--- config.mk ---
export PLATFORM = sky130hd
export DESIGN_NAME = rr_bus_arbiter_8
export DESIGN_NICKNAME = d
export VERILOG_FILES = /design/src/rtl/rr_bus_arbiter_8.sv
export SDC_FILE = /design/constraint.sdc
export NUM_CORES = 1
export LEC_CHECK = 0
export CAP_MARGIN = 40
export CORE_AREA = 3 3 237 239
export CTS_BUF_LIST = sky130_fd_sc_hd__clkbuf_4 sky130_fd_sc_hd__clkbuf_8 sky130_fd_sc_hd__clkbuf_16
export CTS_CLUSTER_SIZE = 16
export DETAILED_ROUTE_END_ITERATION = 8
export DIE_AREA = 0 0 240 242
export DONT_BUFFER_PORTS = 1
export PLACE_DENSITY_LB_ADDON = 0.2
export SETUP_SLACK_MARGIN = 0.15
export SKIP_LAST_GASP = 1
export SLEW_MARGIN = 40
export SYNTH_ARGS = -nofsm -noshare
export SYNTH_HDL_FRONTEND = slang
export SYNTH_SLANG_ARGS = --single-unit
--- constraint.sdc ---
create_clock -name clk -period 13.46 [get_ports clk]
set_input_delay 4.038 -clock clk [delete_from_list [all_inputs] [get_ports clk]]
set_output_delay 4.038 -clock clk [all_outputs]
set_load 0.05 [all_outputs]
--- src/rtl/rr_bus_arbiter_8.sv ---
// Round-robin arbiter that shares one 64-bit bus among 8 requesters.
// The winning word goes through an internal 8:1 mux into a single-entry valid/ready output stage.

module mux_8x1 #(
    parameter int W = 64
) (
    input  logic [2:0]   sel,
    input  logic [W-1:0] in0,
    input  logic [W-1:0] in1,
    input  logic [W-1:0] in2,
    input  logic [W-1:0] in3,
    input  logic [W-1:0] in4,
    input  logic [W-1:0] in5,
    input  logic [W-1:0] in6,
    input  logic [W-1:0] in7,
    output logic [W-1:0] out
);
    always_comb begin
        case (sel)
            3'd0:    out = in0;
            3'd1:    out = in1;
            3'd2:    out = in2;
            3'd3:    out = in3;
            3'd4:    out = in4;
            3'd5:    out = in5;
            3'd6:    out = in6;
            default: out = in7;
        endcase
    end
endmodule

module rr_bus_arbiter_8 #(
    parameter int          CNT_W   = 16,
    parameter logic [2:0]  RST_PTR = 3'd0
) (
    input  logic             clk,
    input  logic             reset,
    input  logic [7:0]       req,
    input  logic [63:0]      d0,
    input  logic [63:0]      d1,
    input  logic [63:0]      d2,
    input  logic [63:0]      d3,
    input  logic [63:0]      d4,
    input  logic [63:0]      d5,
    input  logic [63:0]      d6,
    input  logic [63:0]      d7,
    output logic [7:0]       gnt,
    output logic [2:0]       mux_sel,
    output logic             out_valid,
    input  logic             out_ready,
    output logic [63:0]      out_data,
    output logic [2:0]       out_src,
    output logic [CNT_W-1:0] xfer_count
);
    typedef enum logic {IDLE, FULL} state_t;

    localparam logic [CNT_W-1:0] CNT_MAX = {CNT_W{1'b1}};

    state_t           state_reg, state_next;
    logic [2:0]       ptr_reg;
    logic [7:0]       rot_req;
    logic [2:0]       offset;
    logic [2:0]       winner;
    logic             accept;
    logic [63:0]      mux_out;
    logic [63:0]      out_data_reg;
    logic [2:0]       out_src_reg;
    logic [CNT_W-1:0] xfer_count_reg;

    // rot_req[k] is the request sitting k places after the priority pointer
    genvar gi;
    generate
        for (gi = 0; gi < 8; gi++) begin : g_rot
            assign rot_req[gi] = req[ptr_reg + 3'(gi)];
        end
    endgenerate

    always_comb begin
        offset = 3'd0;
        for (int k = 7; k >= 0; k--) begin
            if (rot_req[k]) begin
                offset = 3'(k);
            end
        end
    end

    // With no request the offset stays 0, so the select rests on the pointer
    assign winner  = ptr_reg + offset;
    assign mux_sel = winner;
    assign accept  = (|req) && (!out_valid || out_ready) && !reset;
    assign gnt     = accept ? (8'd1 << winner) : 8'd0;

    mux_8x1 #(.W(64)) u_mux (
        .sel (winner),
        .in0 (d0),
        .in1 (d1),
        .in2 (d2),
        .in3 (d3),
        .in4 (d4),
        .in5 (d5),
        .in6 (d6),
        .in7 (d7),
        .out (mux_out)
    );

    always_ff @(posedge clk) begin
        if (reset) begin
            state_reg <= IDLE;
        end else begin
            state_reg <= state_next;
        end
    end

    always_comb begin
        state_next = state_reg;
        case (state_reg)
            IDLE:    if (accept) state_next = FULL;
            FULL:    if (out_ready && !accept) state_next = IDLE;
            default: state_next = IDLE;
        endcase
    end

    always_comb begin
        out_valid = (state_reg == FULL);
    end

    always_ff @(posedge clk) begin
        if (reset) begin
            out_data_reg   <= 64'd0;
            out_src_reg    <= 3'd0;
            ptr_reg        <= RST_PTR;
            xfer_count_reg <= '0;
        end else begin
            if (accept) begin
                out_data_reg <= mux_out;
                out_src_reg  <= winner;
                ptr_reg      <= winner + 3'd1;
            end
            if (out_valid && out_ready && (xfer_count_reg != CNT_MAX)) begin
                xfer_count_reg <= xfer_count_reg + 1'b1;
            end
        end
    end

    assign out_data   = out_data_reg;
    assign out_src    = out_src_reg;
    assign xfer_count = xfer_count_reg;

endmodule
# Yosys cells after proc, flatten, opt, wreduce, memory -nomap -nowiden

Index checks and enable logic that the tools add are counted.

Output and inout port bits: 95
Flip-flop bits (word level): 87
Word-level logic and storage cells: 72
Bits of input ports: 523

Bitwise gates (word level): 1
Order comparisons: 8
Multiplexer cells: 29
Eq/ne operators: 7
Reductions and logical operators: 11
$add $sub $neg: 10
Shift operators: 1

Operators with widths:

| kind                                                       | count |
|---|---|
| one-hot mux 64 bit (7 select lines)                        | 1 |
| less-than comparator 3 x 4 -> 1 bit, second input constant | 8 |
| binary-select mux 1 bit (select 3 bit)                     | 8 |
| two-way mux 3 bit                                          | 8 |
| adder 16 x 1 -> 16 bit, second input constant              | 1 |
| != test 16 bit, second input constant                      | 1 |
| adder 3 bit, second input constant                         | 4 |
| two-way mux 1 bit                                          | 10 |
| == test 3 bit, second input constant                       | 3 |
| two-way mux 8 bit                                          | 1 |
| OR reduction 8 bit                                         | 1 |
| left shift 1 x 3 -> 8 bit, first input constant            | 1 |
| adder 3 x 1 -> 3 bit, second input constant                | 2 |
| adder 3 x 2 -> 3 bit, second input constant                | 2 |
| == test 3 x 2 -> 1 bit, second input constant              | 2 |
| logical AND 1 bit                                          | 5 |
| adder 3 bit                                                | 1 |
| == test 3 x 1 -> 1 bit, second input constant              | 1 |
| zero test 1 bit                                            | 3 |
| zero test 3 bit                                            | 1 |
| one-hot mux 1 bit (2 select lines)                         | 1 |
| logical OR 1 bit                                           | 1 |
| NOT 1 bit                                                  | 1 |

# Logic depth before layout (Yosys ltp)

Depth after elaboration: 14
Mapped depth: 28
Gate-level depth less buffers: 23

# Modules after synthesis

A second synthesis with hierarchy kept.

Cell total of the unflattened synthesis: 1061
Area total of the unflattened synthesis: 8306.7 µm²

By module, submodules not included:

| module           | seq. area each (µm²) | instances | cells each | area each (µm²) |
|---|---|---|---|---|
| rr_bus_arbiter_8 | 1741.7               | 1         | 482        | 4230.3 |
| mux_8x1          | 0.0                  | 1         | 579        | 4076.4 |

# Worst setup path before layout

OpenSTA, ideal clock, no wires.

Kind: input-to-output
Start: input req[7]
End: output gnt[3]
Buffers on the path: 5
Data required time: 9.422 ns
Slack: 0.971 ns
Data arrival time: 8.451 ns
Stages: 21
Cell sequence: mux4_2 > mux2i_1 > o21ai_0 > nand2_1 > a22oi_1 > nand2_1 > a21oi_1 > a211oi_1 > ha_1 > inv_1 > fa_1 > xnor2_1 > o21ai_2 > nand2_2 > buf_6 > buf_8 > buf_6 > ha_1 > clkbuf_1 > clkbuf_1 > and3_1

Word-level cells in the longest chain between the ends: 13
Elaborated cells on any way between the ends: 30
Classes of those cells: add/sub: 1; shift: 1; mux: 25; reduce/logical: 3

RTL lines:

| what                                    | RTL line | text |
|---|---|---|
| start, declared                         | 38       | `input logic [7:0] req,` |
| binary-select mux 1 bit (select 3 bit)  | 74       | `assign rot_req[gi] = req[ptr_reg + 3'(gi)];` |
| two-way mux 1 bit (not written as such) | 74       |  |
| two-way mux 3 bit (8 in series)         | 81       | `if (rot_req[k]) begin` |
| adder 3 bit                             | 88       | `assign winner = ptr_reg + offset;` |
| left shift 1 x 3 -> 8 bit               | 91       | `assign gnt = accept ? (8'd1 << winner) : 8'd0;` |
| two-way mux 8 bit *                     | 91       |  |
| end, declared                           | 47       | `output logic [7:0] gnt,` |

Mark *: on every way between the ends. The rest lies on a longest branch, timed or not. The select of a mux whose other input is x is not followed.

# Worst setup path after layout

Start: input req[7]
End: output gnt[6]

Word-level cells in the longest chain between the ends: 13
Elaborated cells on any way between the ends: 30
Classes of those cells: add/sub: 1; shift: 1; mux: 25; reduce/logical: 3

RTL lines:

| what                                    | RTL line | text |
|---|---|---|
| binary-select mux 1 bit (select 3 bit)  | 74       |  |
| two-way mux 1 bit (not written as such) | 74       |  |
| two-way mux 3 bit (7 in series)         | 81       |  |
| two-way mux 3 bit *                     | 81       |  |
| adder 3 bit *                           | 88       |  |
| via mux_sel[1]                          | 48       | `output logic [2:0] mux_sel,` |
| left shift 1 x 3 -> 8 bit *             | 91       |  |
| two-way mux 8 bit *                     | 91       |  |

The timed path passes the listed nets; every way through them passes the cells marked *. The select of a mux whose other input is x is not followed.

==> flow_metrics.py <==
metrics = {
    "synth": {
        "yosys.area.top_type": "dfxtp_1",
        "synth-xor-area-share_pct": 1.73,
        "synth_cells": 1138,
        "synthArstFlopShare_pct": 0,
        "avgSynthCellArea_sq_um": 7.58,
        "yosys_warnings": 0,
        "synth_top_family_by_area": "compound AO/OA/AOI/OAI gates",
        "synth_ff_type": "dfxtp_1",
        "synth_compound_area_share_pct": 39.5,
        "syn_nets": 1672,
        "synth_mux_area_share_pct": 12.4,
        "ys_types": 62,
        "synth_seq_area_share_pct": 20.2,
        "synth_top_area_share_pct": 20.2,
        "synth-simple-area-share_pct": 16.5,
        "synth_fa_ha_area_share_pct": 1.68,
        "yosys-top-cells-area": "dfxtp_1 (20%), a21oi_1 (6.7%), o21ai_0 (6.6%)",
        "synth_edf_count": 0,
        "synth_area_sq_um": 8620,
        "yosys_register_bits": 87,
    },
    "drt": {
        "dr_total_vias": 9474,
        "via_per_inst": 5.39,
        "antenna_left": 0,
        "drt-total-wl_microns": 52000,
        "remaining_drc_errors": 58,
        "first_pass_iters": 9,
        "wl_per_cell_microns": 29.6,
        "drt_iter0_drc": 939,
    },
    "clock_network": {
        "holdBufCountCts": 0,
        "cts_root_buffer": "clkbuf_16",
        "cts-resized-gates": 0,
        "insertion_delay_ns": 0.38,
        "cts_htree_levels": 3,
        "path_clk_slew_ns": 0.08,
        "cts_buffers": 9,
        "clock_sinks": 87,
        "cts_tree": "yes",
        "cts_setup_buffers": 0,
        "clk_path_buf_depth": 2,
    },
    "floorplanning": {
        "core-area_sq_um": 54000,
        "start_util_pct": 16.0,
        "dieArea_sq_um": 58100,
        "die_x_microns": 240,
        "ios": 618,
        "dieHeight_microns": 242,
        "row_count": 85,
    },
    "placement": {
        "hpwlAfterDp_microns": 38500,
        "portBuffers": 0,
        "gp_congestion": 0.897,
    },
    "layout": {
        "drive_above_1_share_pct": 11.3,
        "fill_cells": 6143,
        "layout_common_cells": "nand2_1 (124), a21oi_1 (115), o21ai_0 (114)",
        "multi_input_area_sq_um": 6300,
        "mostFrequentLayoutCell": "nand2_1",
        "largest_reg_flops": 64,
        "fin_nets": 1579,
        "register_area_sq_um": 1740,
        "syn_to_final_growth_pct": 11.5,
    },
    "timing": {
        "setup_viol_count_final": 0,
        "rsz0062_at_grt": "no",
        "drv_slew": 0,
        "hold_ws_ns": 0.716,
        "relSlewSlack_pct": 43.3,
        "min_period_ns": 12.06,
        "fin_setup_tns_ns": 0,
        "worst_slew_pin_slew_ns": 0.851,
        "post-route-period-util_pct": 89.6,
        "finalHoldViolCount": 0,
        "skew_ns": 0.0121,
        "fmax_mhz": 82.9,
    },
    "worst_setup_path": {
        "reg2reg_depth": 24,
        "crit_cells": 14,
        "start_kind": "input pin",
        "crit_path_end_kind": "primary output",
        "rrSetupSlack_ns": 6.65,
        "crit_family": "adder cells",
        "crit_type": "in2out",
        "critPathMaxStageDelay_ns": 0.60,
        "path_buf_inv": 2,
        "arrival_ns": 8.02,
        "crit_start": "req[7]",
        "crit_chain": "mux4_2 > mux2i_1 > o21ai_0 > nand2_1 > a22oi_1 > nand2_1 > a21oi_1 > a211oi_1 > ha_1 > inv_1 > fa_1 > inv_1 > ha_4 > and3_1",
        "r2r-end": "out_data[13]",
        "cp_slowest_cell": "ha_4",
        "crit_end": "gnt[6]",
        "r2r-start": "ptr_reg[0]",
        "path_max_fanout": 50,
        "required_ns": 9.42,
    },
    "pwr": {
        "pwr_density_cell_nw_per_um2": 423,
        "power.total_w": 0.00407,
        "p_leak_nw": 3.40,
        "ir_drop_v": 0.000210,
    },
    "global_route": {
        "grt_max_degree": 89,
        "overflow": 0,
        "grt_pass1_vias": 9209,
        "antenna_found_initial": 15,
        "grt_pass1_wl_microns": 70300,
        "grt.total_usage_pct": 16.9,
    },
    "run_status": {
        "violations": "design-rule violations",
        "outcome": "complete, but fails checks",
    },
    "hold_path": {
        "hold_path_class": "reg2reg",
    },
    "job": {
        "cap_viol_max_count": 0,
    },
}
-- cell type report --
class | instances | share of cell area (%)
diodes | 12 | 0.312
clock inverters | 7 | 0.651
multi-input cells | 886 | 65.6
inverters | 39 | 1.52
repair buffers | 22 | 2.36
well taps | 696 | 9.06
clock buffers | 9 | 2.34
flip-flops and latches | 87 | 18.1
-- synth_stat cells (21+ instances only) --
library cell and n:
mux2_4 21, nand2_1 126, a22oi_1 28, nor2_1 25, nand3_1 25, clkbuf_1 112, o31ai_1 33, inv_1 38
nand3b_1 33, and3_1 38, o21ai_0 114, mux2i_1 43, a31oi_1 24, a21oi_1 115, dfxtp_1 87, a222oi_1 55
-- metal layers --
metal  GRT usage (%)  wire length, microns  vias to the layer above
li1                -                     -                     4202
met1            21.1                 21700                     4683
met2            25.6                 23200                      510
met3            6.92                  5320                       73
met4            6.74                  1700                        6
met5               0                    33                        -
-- metrics by stage --
step           std cells  setup slack (ns)  util, %  area (sq um)
6_report            1758              1.40     17.8          9610
5_1_grt             1752              1.14     17.8          9600
4_1_cts             1746              1.41     17.7          9570
3_5_place_dp        1730              1.44     17.2          9280
3_3_place_gp        1730              1.41     17.2          9280
2_1_floorplan       1138             0.971        -          8620
-- worst register-to-register path: stages, from the launching register on --
cell and delay, ns:
dfxtp_1 0.71, inv_1 0.27, ha_1 0.56, mux2i_1 0.21, nand2_1 0.10, nand2_1 0.07, mux2i_1 0.18, a22oi_1 0.11
nand2_1 0.08, a21oi_1 0.06, a211oi_1 0.26, ha_1 0.19, inv_1 0.05, fa_1 0.66, inv_1 0.36, ha_1 0.36
ha_4 0.17, buf_4 0.24, or4_4 0.56, nand2_4 0.37, buf_4 0.56, a21oi_1 0.18, nand2_1 0.10, o22ai_1 0.14
a31oi_1 0.19
-- cell families (layout without fill, tap and decap cells) --
family                     after synthesis  after routing
other                                    0             12
adders and majority gates               11             11
xor gates and xnor gates                17             17
muxes                                   84             84
and+or+nand+nor                        284            284
buffers and inverters                  165             77
AOI/OAI and AO/OA                      490            490
DFF                                     87             87
-- worst min-delay path by stage --
stage | start | to | slack, ns | cells after the start
floorplan | ptr_reg[1] | ptr_reg[1] | 0.67 | 3
global placement | out_data[27] | out_data[27] | 0.74 | 2
detailed placement | out_data[37] | out_data[37] | 0.74 | 2
CTS | out_src[0] | out_src[0] | 0.75 | 2
global route | ptr_reg[2] | ptr_reg[2] | 0.77 | 2
finish | ptr_reg[2] | ptr_reg[2] | 0.72 | 2
-- power by group --
part | internal [W] | switching, W | leakage (nW)
Sequential | 0.000366 | 0.000453 | 0.726
Combinational | 0.00103 | 0.00194 | 2.54
Clock | 0.000130 | 0.000145 | 0.138
(Power assumes the default switching activity.)
